## config.mk

```make
export PLATFORM = sky130hd
export DESIGN_NAME = tile_sequencer
export DESIGN_NICKNAME = d
export VERILOG_FILES = /design/src/rtl/tile_sequencer_pkg.sv /design/src/rtl/tile_sequencer_delay_line.sv /design/src/rtl/tile_sequencer.sv
export SDC_FILE = /design/constraint.sdc
export NUM_CORES = 1
export LEC_CHECK = 0
export BUFFER_PORTS_ARGS = -buffer_cell sky130_fd_sc_hd__buf_2
export CORE_UTILIZATION = 40
export CTS_CLUSTER_SIZE = 28
export DETAILED_ROUTE_END_ITERATION = 6
export GPL_TIMING_DRIVEN = 0
export PLACE_DENSITY = 0.6
export SYNTH_ARGS = -nofsm -noshare
export SYNTH_HDL_FRONTEND = slang
export SYNTH_SLANG_ARGS = --single-unit
export TNS_END_PERCENT = 30
```

## constraint.sdc

```tcl
create_clock -name clk -period 2.9 [get_ports clk]
set_input_delay 0.145 -clock clk [delete_from_list [all_inputs] [get_ports clk]]
set_output_delay 0.145 -clock clk [all_outputs]
set_load 0.005 [all_outputs]
```

## src/rtl/tile_sequencer_pkg.sv

```systemverilog
// Shared parameters for the small systolic array: array geometry, scratchpad
// sizing and the tile sequencer's state encoding.
package tile_sequencer_pkg;

  localparam int SMALL_SYS_ROWS   = 8;
  localparam int SMALL_SYS_COLS   = 8;
  localparam int SCRATCHPAD_DEPTH = 128;

  localparam int ADDR_W   = $clog2(SCRATCHPAD_DEPTH);
  localparam int PIPE_LAT = SMALL_SYS_ROWS + SMALL_SYS_COLS;

  // Largest tile that fits in one scratchpad; longer requests are cut to this.
  localparam logic [ADDR_W:0]   MAX_ROWS   = (ADDR_W+1)'(SCRATCHPAD_DEPTH);
  // Count value of the final weight row fetched during LOAD_W.
  localparam logic [ADDR_W-1:0] LAST_W_ROW = ADDR_W'(SMALL_SYS_ROWS - 1);

  typedef enum logic [1:0] {
    IDLE,
    LOAD_W,
    STREAM,
    DRAIN
  } seq_state_t;

  // Limit a requested row count to what a scratchpad can hold.
  function automatic logic [ADDR_W:0] clampRows(input logic [ADDR_W:0] rows);
    return (rows > MAX_ROWS) ? MAX_ROWS : rows;
  endfunction

endpackage

```

## src/rtl/tile_sequencer_delay_line.sv

```systemverilog
// Fixed-latency shift register carrying a write-valid flag and the
// activation row index from the read side to the accumulator write side.
module delay_line #(
  parameter int DEPTH = 16,
  parameter int IDX_W = 7
) (
  input  logic             clk,
  input  logic             rst_n,
  input  logic             i_flush,
  input  logic             i_valid,
  input  logic [IDX_W-1:0] i_idx,
  output logic             o_valid,
  output logic [IDX_W-1:0] o_idx
);

  logic [DEPTH-1:0] r_valid;
  logic [IDX_W-1:0] r_idx [DEPTH];

  // Shift one stage per cycle; a flush empties every stage so that rows
  // already in flight never reach the accumulator.
  always_ff @(posedge clk or negedge rst_n) begin
    if (!rst_n) begin
      r_valid <= '0;
      for (int s = 0; s < DEPTH; s++) r_idx[s] <= '0;
    end else if (i_flush) begin
      r_valid <= '0;
      for (int s = 0; s < DEPTH; s++) r_idx[s] <= '0;
    end else begin
      r_valid  <= {r_valid[DEPTH-2:0], i_valid};
      r_idx[0] <= i_idx;
      for (int s = 1; s < DEPTH; s++) r_idx[s] <= r_idx[s-1];
    end
  end

  assign o_valid = r_valid[DEPTH-1];
  assign o_idx   = r_idx[DEPTH-1];

endmodule

```

## src/rtl/tile_sequencer.sv

```systemverilog
// Sequences one matrix tile through the systolic array: preload the weight
// rows, stream activation rows, then wait for the results to drain out into
// the output accumulator scratchpad.
module tile_sequencer
  import tile_sequencer_pkg::*;
(
  input  logic              clk,
  input  logic              rst_n,
  input  logic              cmd_valid,
  output logic              cmd_ready,
  input  logic [ADDR_W-1:0] cmd_w_base,
  input  logic [ADDR_W-1:0] cmd_a_base,
  input  logic [ADDR_W-1:0] cmd_o_base,
  input  logic [ADDR_W:0]   cmd_rows,
  input  logic              cmd_acc,
  input  logic              abort,
  output logic              w_rd_en,
  output logic [ADDR_W-1:0] w_rd_addr,
  output logic              w_load,
  output logic              a_rd_en,
  output logic [ADDR_W-1:0] a_rd_addr,
  output logic              a_valid,
  output logic              o_wr_en,
  output logic [ADDR_W-1:0] o_wr_addr,
  output logic              o_acc,
  output logic              busy,
  output logic              done
);

  seq_state_t        r_state;
  seq_state_t        w_next;
  logic [ADDR_W-1:0] r_w_base;
  logic [ADDR_W-1:0] r_a_base;
  logic [ADDR_W-1:0] r_o_base;
  logic [ADDR_W:0]   r_rows;
  logic              r_acc;
  logic [ADDR_W-1:0] r_cnt;
  logic              r_w_load;
  logic              r_a_valid;
  logic              r_done;

  logic              w_accept;
  logic              w_abort;
  logic [ADDR_W:0]   w_cmd_rows;
  logic [ADDR_W:0]   w_last_row;
  logic              w_stream_last;
  logic              w_w_rd_en;
  logic              w_a_rd_en;
  logic              w_dl_valid;
  logic [ADDR_W-1:0] w_dl_idx;
  logic              w_last_wr;

  assign w_accept      = cmd_valid && (r_state == IDLE);
  assign w_abort       = abort && (r_state != IDLE);
  assign w_cmd_rows    = clampRows(cmd_rows);
  assign w_last_row    = r_rows - {{ADDR_W{1'b0}}, 1'b1};
  assign w_stream_last = ({1'b0, r_cnt} == w_last_row);
  assign w_last_wr     = w_dl_valid && ({1'b0, w_dl_idx} == w_last_row);

  // Next-state and read-enable decode; an empty tile never leaves IDLE and
  // an abort overrides every other transition.
  always_comb begin
    w_next    = r_state;
    w_w_rd_en = 1'b0;
    w_a_rd_en = 1'b0;
    case (r_state)
      IDLE: begin
        if (w_accept && (w_cmd_rows != '0)) w_next = LOAD_W;
      end
      LOAD_W: begin
        w_w_rd_en = 1'b1;
        if (r_cnt == LAST_W_ROW) w_next = STREAM;
      end
      STREAM: begin
        w_a_rd_en = 1'b1;
        if (w_stream_last) w_next = DRAIN;
      end
      DRAIN: begin
        if (w_last_wr) w_next = IDLE;
      end
      default: w_next = IDLE;
    endcase
    if (w_abort) w_next = IDLE;
  end

  // State register plus a per-phase row counter that restarts whenever the
  // phase changes.
  always_ff @(posedge clk or negedge rst_n) begin
    if (!rst_n) begin
      r_state <= IDLE;
      r_cnt   <= '0;
    end else begin
      r_state <= w_next;
      if (w_next != r_state) r_cnt <= '0;
      else                   r_cnt <= r_cnt + 1'b1;
    end
  end

  // Capture the command fields at the handshake so the tile is immune to
  // later changes on the command bus.
  always_ff @(posedge clk or negedge rst_n) begin
    if (!rst_n) begin
      r_w_base <= '0;
      r_a_base <= '0;
      r_o_base <= '0;
      r_rows   <= '0;
      r_acc    <= 1'b0;
    end else if (w_accept) begin
      r_w_base <= cmd_w_base;
      r_a_base <= cmd_a_base;
      r_o_base <= cmd_o_base;
      r_rows   <= w_cmd_rows;
      r_acc    <= cmd_acc;
    end
  end

  // Read data arrives one cycle after the read, so the array-side strobes
  // follow the read enables by one cycle; done fires once the last result
  // has been written, or right away for an empty tile.
  always_ff @(posedge clk or negedge rst_n) begin
    if (!rst_n) begin
      r_w_load  <= 1'b0;
      r_a_valid <= 1'b0;
      r_done    <= 1'b0;
    end else begin
      r_w_load  <= w_w_rd_en && !w_abort;
      r_a_valid <= w_a_rd_en && !w_abort;
      r_done    <= (w_accept && (w_cmd_rows == '0)) ||
                   ((r_state == DRAIN) && w_last_wr && !w_abort);
    end
  end

  delay_line #(
    .DEPTH (PIPE_LAT),
    .IDX_W (ADDR_W)
  ) u_delay_line (
    .clk     (clk),
    .rst_n   (rst_n),
    .i_flush (w_abort),
    .i_valid (w_a_rd_en && !w_abort),
    .i_idx   (r_cnt),
    .o_valid (w_dl_valid),
    .o_idx   (w_dl_idx)
  );

  assign cmd_ready = (r_state == IDLE);
  assign busy      = (r_state != IDLE);
  assign w_rd_en   = w_w_rd_en;
  assign w_rd_addr = w_w_rd_en ? (r_w_base + r_cnt) : '0;
  assign w_load    = r_w_load;
  assign a_rd_en   = w_a_rd_en;
  assign a_rd_addr = w_a_rd_en ? (r_a_base + r_cnt) : '0;
  assign a_valid   = r_a_valid;
  assign o_wr_en   = w_dl_valid;
  assign o_wr_addr = w_dl_valid ? (r_o_base + w_dl_idx) : '0;
  assign o_acc     = w_dl_valid && r_acc;
  assign done      = r_done;

endmodule

```

-- Word level (Yosys, flattened, before mapping)
Cells that the tools add are included.
- latch bits: 0
- logic and storage cells: 71
- memory bits (read-only): 0
- RAM bits: 0
- memories kept: 0
- bits in registers: 170
- equality and inequality tests: 7
- add/subtract/negate cells: 5
- bitwise gates (word level): 0
- div/mod/pow operators: 0
- reductions and logical operators: 16
- $mul: 0
- multiplexer cells: 15
- magnitude comparators: 1
- shift operators: 0
- operators by type and width (operator ; number):
    $mux 112 ; 1
    $mux 7 ; 4
    $add 7x7->7 ; 3
    $eq 7x8->1 ; 2
    $mux 16 ; 1
    $logic_and 1x1->1 ; 10
    $mux 2 ; 5
    $gt 8x8->1 const B ; 1
    $logic_not 8->1 ; 1
    $mux 8 ; 1
    $pmux 2 s4 ; 1
    $reduce_bool 8->1 ; 1
    $sub 8x1->8 const B ; 1
    $add 7x1->7 const B ; 1
    $eq 7x3->1 const B ; 1
    $eq 2x2->1 const B ; 2
    $eq 2x1->1 const B ; 1
    $logic_not 2->1 ; 1
    $mux 1 ; 2
    $ne 2x2->1 ; 1
    $reduce_bool 2->1 ; 1
    $logic_not 1->1 ; 1
    $logic_or 1x1->1 ; 1

-- Logic depth before layout (Yosys ltp)
- depth in word-level cells: 9
- gate-level depth with buffers: 9
- mapped depth without buffers: 8

-- Cells and area by module
A second synthesis with hierarchy kept.
- cells, all modules: 575
- area, all modules: 7160.6 µm²
- by module, submodules not included (module ; cells an instance ; times used ; area each (µm²)):
    delay_line ; 277 ; 1 ; 4157.7
    tile_sequencer ; 298 ; 1 ; 3002.9

-- Worst setup path before layout
No wires, ideal clock.
- path type: register to register
- start: reg r_rows[0]
- end: reg r_cnt[2]
- setup slack: 0.624 ns
- arrival time: 2.136 ns
- library setup time: 0.140 ns
- data required time: 2.760 ns
- period minus slack after synthesis: 2.276 ns
- cell stages (with the launch flop): 9
- cells stage by stage: dfrtp_1 buf_6 or4_1 buf_2 or3_1 a31oi_2 o211ai_2 o31ai_4 nor3_1
- word-level cells in the longest chain between the ends: 8
- elaborated cells between the ends (all ways): 10
- RTL lines (what ; RTL line ; RTL):
    start, declared ; tile_sequencer.sv:35 ; logic [ADDR_W:0] r_rows;
    start signal, assigned ; tile_sequencer.sv:112 ; r_rows <= w_cmd_rows;
    $sub 8x1->8 * ; tile_sequencer.sv:56 ; assign w_last_row = r_rows - {{ADDR_W{1'b0}}, 1'b1};
    $eq 7x8->1 ; tile_sequencer.sv:58 ; assign w_last_wr = w_dl_valid && ({1'b0, w_dl_idx} == w_last_row);
    $logic_and 1x1->1 ; tile_sequencer.sv:58 ;
    $mux 2 ; tile_sequencer.sv:79 ; if (w_last_wr) w_next = IDLE;
    $pmux 2 s4 * ; tile_sequencer.sv:66 ; case (r_state)
    $mux 2 * ; tile_sequencer.sv:83 ; if (w_abort) w_next = IDLE;
    $ne 2x2->1 * ; tile_sequencer.sv:94 ; if (w_next != r_state) r_cnt <= '0;
    $mux 7 * ; tile_sequencer.sv:94 ;
    end signal, assigned ; tile_sequencer.sv:95 ; else r_cnt <= r_cnt + 1'b1;
    end, declared ; tile_sequencer.sv:37 ; logic [ADDR_W-1:0] r_cnt;
Mark *: on every way between the ends. The rest lies on a longest branch, timed or not.
A chain may end at the register's enable or synchronous reset.

-- Worst setup path in the final report
- start: reg r_cnt[0]
- end: out a_rd_addr[6]
- word-level cells in the longest chain between the ends: 2
- RTL lines (what ; RTL line ; RTL):
    $add 7x7->7 ; tile_sequencer.sv:152 ; assign a_rd_addr = w_a_rd_en ? (r_a_base + r_cnt) : '0;
    $mux 7 ; tile_sequencer.sv:152 ;
    end, declared ; tile_sequencer.sv:21 ; output logic [ADDR_W-1:0] a_rd_addr,
Every way passes these cells.

==> flow_metrics.tcl <==
set metrics [dict create \
    cts_root_buf "clkbuf_16" \
    ys_seq_elements 169 \
    finalHoldViolations 0 \
    synth-edff-count 0 \
    wl_per_cell_um 13.8 \
    rsz0062_at_grt "false" \
    async_reset_ff_share_pct 100 \
    status "finished, final reports clean" \
    synth.cell_area_um2 7020 \
    synth_most_common_cell "dfrtp_1" \
    met3_length_um 516 \
    hp-start "cmd_rows[5]" \
    maxCapViolCount 0 \
    netlist_instances 579 \
    ys_top_cells_by_area "dfrtp_1 (60%), and2_1 (12%), mux2_2 (3.7%)" \
    dp_slack_ns 0.391 \
    tns_ns 0 \
    path_buf_inv 1 \
    cp.arrival_ns 2.58 \
    synth_nets 636 \
    die-height_um 134 \
    coreArea_um2 17200 \
    reg2reg_from "r_rows[1]" \
    dieArea_um2 18100 \
    met2_length_um 6030 \
    clk_latency_ns 0.41 \
    port_buffers 62 \
    endpoint_kind "output pin" \
    highest_layer "met4" \
    hold_depth 3 \
    drt_iter0_markers 307 \
    drive_above_1_share_pct 17.9 \
    finalCritPeriodShare_pct 94.0 \
    syn_avg_cell_area_um2 12.1 \
    tightest_slew_ns 0.709 \
    swShare_pct 28.3 \
    drc 0 \
    diodes 0 \
    min_to "r_rows[5]" \
    r2r_end "r_cnt[3]" \
    synth_common_cells "dfrtp_1 (169), and2_1 (138), mux2_2 (23)" \
    cts.sinks 169 \
    p_clk_share_pct 32.8 \
    path_class "flop to output pin" \
    rows 48 \
    clock-skew-final_ns 0.00540 \
    synth-seq-area-share_pct 60.2 \
    cp_cell_sequence "ha_1 > fa_1 > a21o_1 > a21oi_1 > o21bai_1 > a21oi_1 > xnor2_1 > nor2_1 > buf_2" \
    nNetsFinal 747 \
    clockBufferDepth 2 \
    period_minus_slack_ns 2.72 \
    startpoint_type "flop" \
    synth_flop_cell "dfrtp_1" \
    p_per_area_nw_per_um2 732 \
    rrSetupSlack_ns 0.36 \
    combPwrFrac_pct 22.6 \
    cts_buffers 17 \
    required_ns 2.76 \
    clock.fmax_mhz 367 \
    peakVddDrop_mv 0.448 \
    place.gp.congestion 0.819 \
    crit_family "compound AO/OA/AOI/OAI gates" \
    max_slew_margin_pct 52.8 \
    io_pins 64 \
    die_x_um 134 \
    p_leak_nw 4.27 \
    layout_setup_ws_ns 0.175 \
    cts_max_level 4 \
    finalMaxSlewViolations 0 \
    routed_wirelength_um 12800 \
    track_usage_pct 15.6 \
    grt-ovfl-total 0 \
    seq_power_share_pct 44.6 \
    first_global_vias 4476 \
    routed_via_density 4.84 \
    cts_tree "yes" \
    grt_pass1_wl_um 21600 \
    clk_pin_slew_ns 0.06 \
    grt_max_degree 103 \
    crit_path_max_fanout 8 \
    p_sw_mw 1.75 \
    area_growth_pct 20.6 \
    start_util_pct 40.7 \
    synth.distinct_cells 49 \
    hpwlAfterDp_um 8760 \
    hp-class "input port to flop" \
    synth_top_cell_by_area "dfrtp_1" \
    slowest_delay_ns 0.50 \
    wl_met1_um 5940 \
    internal_power_mw 4.44 \
    dr.pass1.iters 7 \
    rr_worst_depth 7 \
    route.vias.total 4474 \
    antenna_found_initial 0 \
    drtAntennaViolNets 0 \
    yosys_warnings 0 \
    setup_violations 0 \
    cp_slowest_cell "dfrtp_2" \
    crit_top_cell "a21oi_1" \
    synth_top_area_share_pct 60.2 \
]
-- flip-flops by register name, summed over array words and instances (netlist names), 2 cells and up --
name / count
u_delay_line.o_idx: 7
r_state: 2
r_w_base: 7
r_a_base: 7
r_o_base: 7
r_rows: 8
r_cnt: 7
u_delay_line.r_idx: 105
u_delay_line.r_valid: 16
-- logic make-up (layout without fill, tap and decap cells) --
group | after synthesis | in the layout | synth area share, %
AND/OR/NAND/NOR | 221 | 221 | 18.4
multiplexers | 23 | 23 | 3.69
XOR/XNOR | 37 | 37 | 4.62
buffers and inverters | 46 | 166 | 2.67
AO/OA/AOI/OAI | 60 | 60 | 6.02
flip-flops | 169 | 169 | 60.2
adder cells (fa/ha/maj) | 23 | 23 | 4.42
-- placed cells by master, fill, tap and decap left out, drive strengths merged, types with 3 or more instances in the layout --
cell / instances
ha: 20
o21bai: 7
dlygate4sd3: 29
o21ai: 13
nand2: 13
inv: 16
a21oi: 15
clkinv: 5
nor2: 22
nand3: 6
and3: 3
dfrtp: 169
nand2b: 10
or4: 4
a21o: 7
fa: 3
and2: 138
xor2: 15
o31ai: 4
nor2b: 4
xnor2: 22
nor3: 12
buf: 70
mux2: 23
clkbuf: 43
-- metrics by stage --
step	hold WS [ns]	area [um2]	total power [mW]	std cells	utilization [%]
2_1_floorplan	-0.151	7020	3.76	579	-
3_3_place_gp	0.378	7610	4.11	866	44.2
3_5_place_dp	0.132	7650	4.18	867	44.4
4_1_cts	0.0177	8470	6.28	924	49.1
5_1_grt	0.0391	8470	6.57	924	49.1
6_report	0.0364	8470	6.19	924	49.1
-- power by group through the flow --
| stage | Clock [mW] | Sequential [mW] | Combinational (mW) |
|---|---|---|---|
| after floorplan | 0 | 2.74 | 1.01 |
| after global placement | 0 | 2.80 | 1.31 |
| after detailed placement | 0 | 2.81 | 1.38 |
| after CTS | 2.10 | 2.76 | 1.41 |
| after global routing | 2.21 | 2.79 | 1.57 |
| final | 2.03 | 2.76 | 1.40 |
-- repair_timing --
item | CTS | global route
hold buffers | 29 | 0
resized for setup | 0 | 1
endpoints found under the hold margin | 95 | 0
setup endpoints to repair | 0 | 2
setup buffers | 0 | 0
-- layout make-up --
cell class | instances | area, um2
Multi-Input combinational cell | 364 | 2610
Clock buffer | 20 | 447
Timing Repair Buffer | 92 | 638
Inverter | 16 | 60.1
Buffer | 30 | 128
Sequential cell | 169 | 4230
Fill cell | 1523 | 8770
Tap cell | 225 | 282
Clock inverter | 8 | 77.6
-- tightest hold or removal path, stage by stage --
cell and delay (ns):
buf_2 0.10, nand2b_1 0.06, o21ai_0 0.09
-- how the worst max path moves through the flow --
| stage | from | endpoint | slack [ns] | cells after the start |
|---|---|---|---|---|
| 6_report | r_cnt[0] | a_rd_addr[6] | 0.18 | 9 |
| 5_1_grt | r_cnt[0] | a_rd_addr[6] | 0.01 | 9 |
| 4_1_cts | r_cnt[0] | a_rd_addr[6] | 0.08 | 9 |
| 3_5_place_dp | r_rows[1] | r_cnt[3] | 0.39 | 7 |
| 3_3_place_gp | rst_n | r_a_base[0] | -0.77 | 1 |
| 2_1_floorplan | r_rows[0] | r_cnt[2] | 0.62 | 8 |
-- metal layers --
layer / track usage (%) / vias to the layer above
li1: - / 2123
met1: 20.4 / 2237
met2: 24.0 / 92
met3: 4.58 / 22
met4: 6.99 / 0
met5: 0 / -
Note: power is estimated with default switching activity, not from simulation.
